`config.mk`:
```
export PLATFORM = sky130hd
export DESIGN_NAME = dsp_post_adder_acc
export DESIGN_NICKNAME = d
export VERILOG_FILES = /design/src/rtl/dsp_post_adder_acc.sv
export SDC_FILE = /design/constraint.sdc
export NUM_CORES = 1
export LEC_CHECK = 0
export ABC_AREA = 1
export ABC_CLOCK_PERIOD_IN_PS = 6950
export CORE_ASPECT_RATIO = 0.75
export CORE_UTILIZATION = 52
export DETAILED_ROUTE_END_ITERATION = 6
export PLACE_DENSITY = 0.95
export SLEW_MARGIN = 20
export SYNTH_ARGS = -nofsm -noshare
export SYNTH_HDL_FRONTEND = slang
export SYNTH_SLANG_ARGS = --single-unit
```
`constraint.sdc`:
```
create_clock -name clk -period 6.95 [get_ports clk]
set_input_delay 1.0425 -clock clk [delete_from_list [all_inputs] [get_ports clk]]
set_output_delay 1.0425 -clock clk [all_outputs]
set_load 0.005 [all_outputs]
```
`src/rtl/dsp_post_adder_acc.sv`:
```
`default_nettype none
// ============================================================================
// Module  : dsp_post_adder_acc
// Brief   : DSP slice post-adder/accumulator with X/Z operand muxes, carry-in
//           and a 48-bit P accumulator that drives the cascade output.
// Revision: 1.0 - initial release
// ============================================================================
module dsp_post_adder_acc #(
    parameter int MREG       = 1,
    parameter int OPMODEREG  = 1,
    parameter int CARRYINREG = 1,
    parameter int PREG       = 1,
    parameter     CARRYINSEL = "OPMODE5"
) (
    input  logic        clk,
    input  logic        rst,
    input  logic        ce_m,
    input  logic        ce_opmode,
    input  logic        ce_carryin,
    input  logic        ce_p,
    input  logic [7:0]  opmode,
    input  logic [35:0] m,
    input  logic [47:0] dab,
    input  logic [47:0] c,
    input  logic [47:0] pcin,
    input  logic        carryin,
    output logic [47:0] p,
    output logic [47:0] pcout,
    output logic        carryout,
    output logic        carryoutf
);

    logic [35:0] w_m;
    logic [7:0]  w_opmode;
    logic        w_cin_raw;
    logic        w_cin;
    logic [47:0] w_x;
    logic [47:0] w_z;
    logic [48:0] w_xc;
    logic [48:0] w_sum;
    logic [47:0] r_p;
    logic        r_cout;

    generate
        if (MREG == 1) begin : g_mreg
            logic [35:0] r_m;
            always_ff @(posedge clk or negedge rst) begin
                if (!rst)
                    r_m <= '0;
                else if (ce_m)
                    r_m <= m;
            end
            assign w_m = r_m;
        end else begin : g_mcomb
            assign w_m = m;
        end

        if (OPMODEREG == 1) begin : g_opreg
            logic [7:0] r_opmode;
            always_ff @(posedge clk or negedge rst) begin
                if (!rst)
                    r_opmode <= '0;
                else if (ce_opmode)
                    r_opmode <= opmode;
            end
            assign w_opmode = r_opmode;
        end else begin : g_opcomb
            assign w_opmode = opmode;
        end

        // An unrecognised carry-in source ties carry-in low rather than guessing.
        if (CARRYINSEL == "OPMODE5") begin : g_cin_opmode
            assign w_cin_raw = opmode[5];
        end else if (CARRYINSEL == "CARRYIN") begin : g_cin_port
            assign w_cin_raw = carryin;
        end else begin : g_cin_none
            assign w_cin_raw = 1'b0;
        end

        if (CARRYINREG == 1) begin : g_cinreg
            logic r_cin;
            always_ff @(posedge clk or negedge rst) begin
                if (!rst)
                    r_cin <= 1'b0;
                else if (ce_carryin)
                    r_cin <= w_cin_raw;
            end
            assign w_cin = r_cin;
        end else begin : g_cincomb
            assign w_cin = w_cin_raw;
        end
    endgenerate

    always_comb begin
        w_x = '0;
        case (w_opmode[1:0])
            2'd0: w_x = '0;
            2'd1: w_x = {{12{w_m[35]}}, w_m};
            2'd2: w_x = r_p;
            2'd3: w_x = dab;
            default: w_x = '0;
        endcase
    end

    always_comb begin
        w_z = '0;
        case (w_opmode[3:2])
            2'd0: w_z = '0;
            2'd1: w_z = pcin;
            2'd2: w_z = r_p;
            2'd3: w_z = c;
            default: w_z = '0;
        endcase
    end

    // 49-bit arithmetic: bit 48 is carry on add and borrow on subtract.
    assign w_xc  = {1'b0, w_x} + {48'd0, w_cin};
    assign w_sum = w_opmode[7] ? ({1'b0, w_z} - w_xc) : ({1'b0, w_z} + w_xc);

    // Feedback always comes from r_p, so it exists whatever PREG is.
    always_ff @(posedge clk or negedge rst) begin
        if (!rst) begin
            r_p    <= '0;
            r_cout <= 1'b0;
        end else if (ce_p) begin
            r_p    <= w_sum[47:0];
            r_cout <= w_sum[48];
        end
    end

    generate
        if (PREG == 1) begin : g_pout_reg
            assign p        = r_p;
            assign carryout = r_cout;
        end else begin : g_pout_comb
            assign p        = rst ? w_sum[47:0] : 48'd0;
            assign carryout = rst ? w_sum[48] : 1'b0;
        end
    endgenerate

    assign pcout     = p;
    assign carryoutf = carryout;

    // Inputs that some parameter settings leave unused.
    logic w_unused_ok;
    assign w_unused_ok = &{1'b0, w_opmode[6], w_opmode[4], opmode[5], carryin,
                           ce_m, ce_opmode, ce_carryin, w_cin_raw};

endmodule
`default_nettype wire

```
==> out/metrics.yaml, run 1 <==
postCtsSetupRepairBufs: 0
ys.warnings.count: 0
max_cap_violations: 0
ys_ff_latch: 91
cp_data_required_time_ns: 7.19
max_freq_mhz: 159.3
track_usage_pct: 40.39
holdBufCountCts: 0
fp.dieW_um: 181.2
hold_path.class: "reg -> reg"
h-tree-depth: 3
globalRoute.totalOverflow: 0
final_layout_size_suffix_gt1_share_pct: 8.965
grt_pass1_wl_um: 75730
ios: 293
num-nets-final: 2484
final_hold_viol_count: 0
p_per_area_nw_per_um2: 303.7
clk_pin_slew_ns: 0.08
yosysTopAreaCell: "dfrtp_1"
synth_top_flop_cell: "dfrtp_1"
cp-start-kind: "register"
seq_area_frac_synth_pct: 18.18
cts-resized-gates: 0
fin_crit_sh_pct: 90.30
post-route-drc-count: 0
cts_buffers: 9
dp_hpwl_um: 41300
totalWireLength_um: 50140
cts_tree: "yes"
first_global_vias: 13220
die_y_um: 136.4
placed_cell_area_um2: 15190
syn_area_um2: 12530
crit_slowest_cell: "dfrtp_2"
antenna_cells: 0
slew_violations: 0
placementRows: 48
setup_viol: 0
ant_nets: 0
period_minus_slack_ns: 6.276
synth.top_cell.area_share_pct: 18.18
drt-initial-drc-count: 1604
place_congestion: 1.021
core_um2: 23300
stdcell_area_um2: 15480
drt_pass1_iterations: 6
synth.distinct_cells: 54
status: "complete, no violations"
critPathCaptureType: "register"
synth_async_sr_flop_share_pct: 100.0
leakage_nw: 7.013
syn_inst: 2021
portBuffers: 289
dieArea_um2: 24720
ir_drop_uv: 201.6
path_common_cell: "nand2_1"
cts_buffer_depth: 2
syn-num-nets: 2268
avgSynthCellArea_um2: 6.198
cp.arrival_ns: 6.52
worst_pin_slew_ns: 0.9434
area_delta_synth_final_pct: 23.62
worstSkewPairLatency_ns: 0.38
via_per_inst: 5.808
initial_utilization_pct: 53.75
vias: 14760
synth-edff-count: 0
grt_start_max_net_pins: 76
antenna_found_initial: 0
grt_setup_unrepaired: "false"
holdWs_ns: 0.5126
ys_top_cells_by_area: "dfrtp_1, nand2_1, nand3_1, inv_1, nor2_1"
crit_type: "reg -> reg"
max_slew_margin_pct: 37.10
critPathMaxFanout: 30
ctsRootBufferMaster: "clkbuf_16"
cts.sink_count: 91
wl_per_cell_um: 19.72
crit_path_max_incr_delay_ns: 0.76
tns_ns: 0
fin_skew_ns: 0.01345
logic make-up after synthesis:
| logic type | Yosys count | share of synthesized area, % |
|---|---|---|
| adders and majority gates | 52 | 5.254 |
| AOI/OAI and AO/OA | 235 | 10.60 |
| muxes | 35 | 3.147 |
| and+or+nand+nor | 1222 | 44.77 |
| xor gates and xnor gates | 81 | 5.664 |
| DFF | 91 | 18.18 |
| buffers and inverters | 305 | 12.39 |
cells in the mapped netlist, drive strengths merged (11+ instances only):
| cell | n |
|---|---|
| ha | 51 |
| clkbuf | 32 |
| inv | 189 |
| nor2 | 221 |
| xor2 | 54 |
| buf | 81 |
| nand2 | 620 |
| a31oi | 22 |
| nand3 | 300 |
| xnor2 | 27 |
| nand3b | 12 |
| a21oi | 77 |
| nor3 | 12 |
| o21ai | 94 |
| o211ai | 12 |
| dfrtp | 91 |
| o21a | 11 |
| nand4 | 36 |
| mux2 | 35 |
worst max-delay path, delay by kind of cell, from the launching register on:
family                     cells  cell delay (ns)
and+or+nand+nor               18             2.94
AOI/OAI and AO/OA              6             1.23
DFF                            1             0.76
adders and majority gates      3             0.73
buffers and inverters          1             0.25
xor gates and xnor gates       1             0.23
metrics by stage:
stage | setup slack, ns | cells | power, mW | util [%]
floorplan | 1.848 | 2021 | 2.856 | -
global placement | 0.7453 | 2526 | 4.049 | 65.18
detailed placement | 0.5309 | 2526 | 4.090 | 65.18
CTS | 0.8988 | 2542 | 4.634 | 66.45
global route | 0.1686 | 2542 | 4.997 | 66.45
finish | 0.6741 | 2542 | 4.703 | 66.45
final timing paths:
check                                                     start                               to  slack, ns  cells after the start
worst min-delay path                 g_mreg.r_m[34]$_DFFE_PN0P_       g_mreg.r_m[34]$_DFFE_PN0P_       0.51                      1
worst max register to register  g_opreg.r_opmode[0]$_DFFE_PN0P_                p[43]$_DFFE_PN0P_       0.67                     29
worst max-delay path            g_opreg.r_opmode[0]$_DFFE_PN0P_                p[43]$_DFFE_PN0P_       0.67                     29
worst min register to register       g_mreg.r_m[34]$_DFFE_PN0P_       g_mreg.r_m[34]$_DFFE_PN0P_       0.51                      1
min in group asynchronous                                   rst       g_mreg.r_m[32]$_DFFE_PN0P_       0.65                      1
max in group asynchronous                                   rst  g_opreg.r_opmode[2]$_DFFE_PN0P_       5.13                      2
where the power goes:
part	total [mW]	switching (mW)	internal, mW
Clock	0.529	0.275	0.254
Sequential	1.07	0.379	0.691
Combinational	3.10	1.75	1.36
placed cells by master, fill, tap and decap left out, types with 11 or more instances in the layout:
cell type,netlist,final
nand3b_1,12,12
nand2_1,604,604
nor2_4,19,20
a31oi_1,22,22
nand3_2,30,30
nor2_1,178,176
inv_1,179,178
o21ai_0,90,90
xor2_1,54,54
clkdlybuf4s50_1,0,287
nand3_1,268,268
nor2_2,23,24
nand4_1,36,36
ha_1,51,51
o211ai_1,12,12
a21oi_1,77,77
buf_4,56,30
mux2_2,35,35
nand2_2,16,16
xnor2_1,27,27
dfrtp_1,91,89
o21a_1,11,11
routing by layer:
layer	share of wire [%]	global-route usage [%]	routed length [um]
met5	0	0	0
met4	3.6	15.49	1795
met3	11	8.947	5339
met2	43	63.76	21460
met1	43	53.80	21540
area by class of cell:
class	instances	area, um^2
Inverter	192	723.2
Sequential cell	91	2280
Tap cell	300	375.4
Timing Repair Buffer	318	3103
Fill cell	2119	7818
Clock inverter	7	71.32
Clock buffer	9	225.2
Multi-Input combinational cell	1625	8707
sequential cells by signal, indices dropped and copies added, names as in the netlist:
name and count:
g_opreg.r_opmode 5, carryout 1, g_cinreg.r_cin 1, g_mreg.r_m 36, p 48
(Power assumes the default switching activity.)
==> run 2: changes to the inputs <==
ABC_CLOCK_PERIOD_IN_PS = 7800   (was 6950)
CORE_UTILIZATION = 55   (was 52)
clock period = 7.8 ns   (was 6.95 ns; I/O delays follow)
==> run 2 against run 1 <==
Effect of this change: the run now ends with design-rule violations left; register-to-register slack better by 0.26 ns; critical path depth grew 1; final area decreased by 0.82%; clock power decreased by 5.3%; non-clock buffer count is 19 lower; final cell count shrank 0.98%; sequential cell count did not move; worst setup slack better by 0.16 ns; largest power group unchanged.
==> out/metrics.yaml, run 2 (same netlist as run 1, synthesis figures left out) <==
status: "finished with violations"
violations: "design-rule violations"
max_cap_violations: 0
first_global_vias: 13880
via_per_inst: 5.948
cp_data_required_time_ns: 8.04
layout_common_cells: "nand2_1, clkdlybuf4s50_1, nand3_1, inv_1, nor2_1"
h-tree-depth: 3
cp-endpoint: "p[46]$_DFFE_PN0P_"
setup_viol: 0
crit_slowest_cell: "o21ai_0"
initial_utilization_pct: 56.50
portBuffers: 289
totalWireLength_um: 47650
core_um2: 22170
clockPowerShare_pct: 12.0
critPathCaptureType: "register"
dp_hpwl_um: 38540
internal_power_mw: 2.064
cts_tree: "yes"
crit_type: "in -> reg"
seqPwrFrac_pct: 22.8
highest_layer: "met4"
tns_ns: 0
wl_per_cell_um: 18.93
crit_path_max_incr_delay_ns: 0.48
cp-start-kind: "input port"
worst_pin_slew_ns: 1.062
rrSetupSlack_ns: 0.93
ir_drop_uv: 165.5
num-nets-final: 2465
drt-initial-drc-count: 1766
p_per_area_nw_per_um2: 272.3
layout_commonest_cell: "nand2_1"
reg2regPathDepth: 30
critPathMaxFanout: 12
track_usage_pct: 40.86
p_sw_share_pct: 50.64
largest_reg_flops: 48
ant_nets: 0
fin_skew_ns: 0.008418
holdBufCountCts: 0
combPwrFrac_pct: 65.2
placementRows: 47
antenna_found_initial: 0
vias: 14970
pre_cts_ws_ns: 0.7026
ctsRootBufferMaster: "clkbuf_16"
worstSkewPairLatency_ns: 0.36
r2r_start: "g_opreg.r_opmode[0]$_DFFE_PN0P_"
drt_pass1_iterations: 7
antenna_cells: 0
leakage_nw: 6.932
globalRoute.totalOverflow: 0
final_layout_size_suffix_gt1_share_pct: 8.142
grt_start_max_net_pins: 83
hold_path.class: "reg -> reg"
clk_pin_slew_ns: 0.08
worst_slack_ns: 0.8315
grt_setup_unrepaired: "false"
fp.dieW_um: 176.3
post-route-drc-count: 15
postCtsSetupRepairBufs: 0
slew_violations: 0
cts-resized-gates: 0
dieArea_um2: 23390
routedLengthMet1_um: 19280
reg2reg_to: "p[46]$_DFFE_PN0P_"
place_congestion: 1.048
area_delta_synth_final_pct: 22.62
switching_power_mw: 2.118
die_y_um: 132.7
grt_pass1_wl_um: 74370
max_freq_mhz: 143.5
cp.arrival_ns: 7.20
met3_length_um: 5866
fin_crit_sh_pct: 89.34
path_common_cell: "nand2_1"
cts_buffers: 9
final_hold_viol_count: 0
fillers: 1936
met2WireLength_um: 20060
cts_buffer_depth: 2
startpoint: "dab[0]"
ios: 293
cts.sink_count: 91
period_minus_slack_ns: 6.969
max_slew_margin_pct: 29.00
[run 2: power groups by stage]
stage / Sequential [mW] / Combinational (mW) / Clock, mW
6_report: 0.953 / 2.73 / 0.501
5_1_grt: 0.953 / 2.97 / 0.516
4_1_cts: 0.940 / 2.66 / 0.499
3_5_place_dp: 0.945 / 2.64 / 0
3_3_place_gp: 0.945 / 2.57 / 0
2_1_floorplan: 0.779 / 1.77 / 0
[run 2: final cells by class]
| class | count | area [um^2] | share of cell area, % |
|---|---|---|---|
| clock buffers | 10 | 239.0 | 1.556 |
| clock inverters | 6 | 76.32 | 0.4969 |
| well taps | 294 | 367.9 | 2.395 |
| inverters | 192 | 723.2 | 4.709 |
| repair buffers | 299 | 2965 | 19.31 |
| flip-flops and latches | 91 | 2280 | 14.84 |
| multi-input cells | 1625 | 8707 | 56.69 |
[run 2: per-stage QoR]
step / instances / hold slack (ns) / area (um^2) / util [%] / power, mW
after floorplan: 2021 / 0.4814 / 12530 / - / 2.545
after global placement: 2501 / 0.4905 / 15040 / 67.85 / 3.516
after detailed placement: 2501 / 0.4963 / 15040 / 67.85 / 3.581
after CTS: 2517 / 0.5135 / 15360 / 69.28 / 4.099
after global routing: 2517 / 0.5240 / 15360 / 69.28 / 4.440
final: 2517 / 0.5120 / 15360 / 69.28 / 4.181
[run 2: layer usage]
| layer | track usage (%) | vias up |
|---|---|---|
| li1 | - | 7010 |
| met1 | 54.00 | 6810 |
| met2 | 62.75 | 1011 |
| met3 | 8.764 | 140 |
| met4 | 20.43 | 0 |
| met5 | 0 | - |
[run 2: worst min path at each step]
| stage | slack [ns] | depth (start not counted) | to | start |
|---|---|---|---|---|
| after floorplan | 0.48 | 1 | g_mreg.r_m[22]$_DFFE_PN0P_ | g_mreg.r_m[22]$_DFFE_PN0P_ |
| after global placement | 0.49 | 1 | g_mreg.r_m[17]$_DFFE_PN0P_ | g_mreg.r_m[17]$_DFFE_PN0P_ |
| after detailed placement | 0.50 | 1 | g_mreg.r_m[17]$_DFFE_PN0P_ | g_mreg.r_m[17]$_DFFE_PN0P_ |
| after CTS | 0.51 | 1 | g_mreg.r_m[17]$_DFFE_PN0P_ | g_mreg.r_m[17]$_DFFE_PN0P_ |
| after global routing | 0.52 | 1 | g_mreg.r_m[31]$_DFFE_PN0P_ | g_mreg.r_m[31]$_DFFE_PN0P_ |
| final | 0.51 | 1 | g_mreg.r_m[8]$_DFFE_PN0P_ | g_mreg.r_m[8]$_DFFE_PN0P_ |
[run 2: worst max-delay path: cells and delay by family]
family | cells | cell delay [ns]
AOI/OAI and AO/OA | 5 | 1.10
xor gates and xnor gates | 1 | 0.13
adders and majority gates | 3 | 1.18
buffers and inverters | 2 | 0.55
and+or+nand+nor | 19 | 3.09
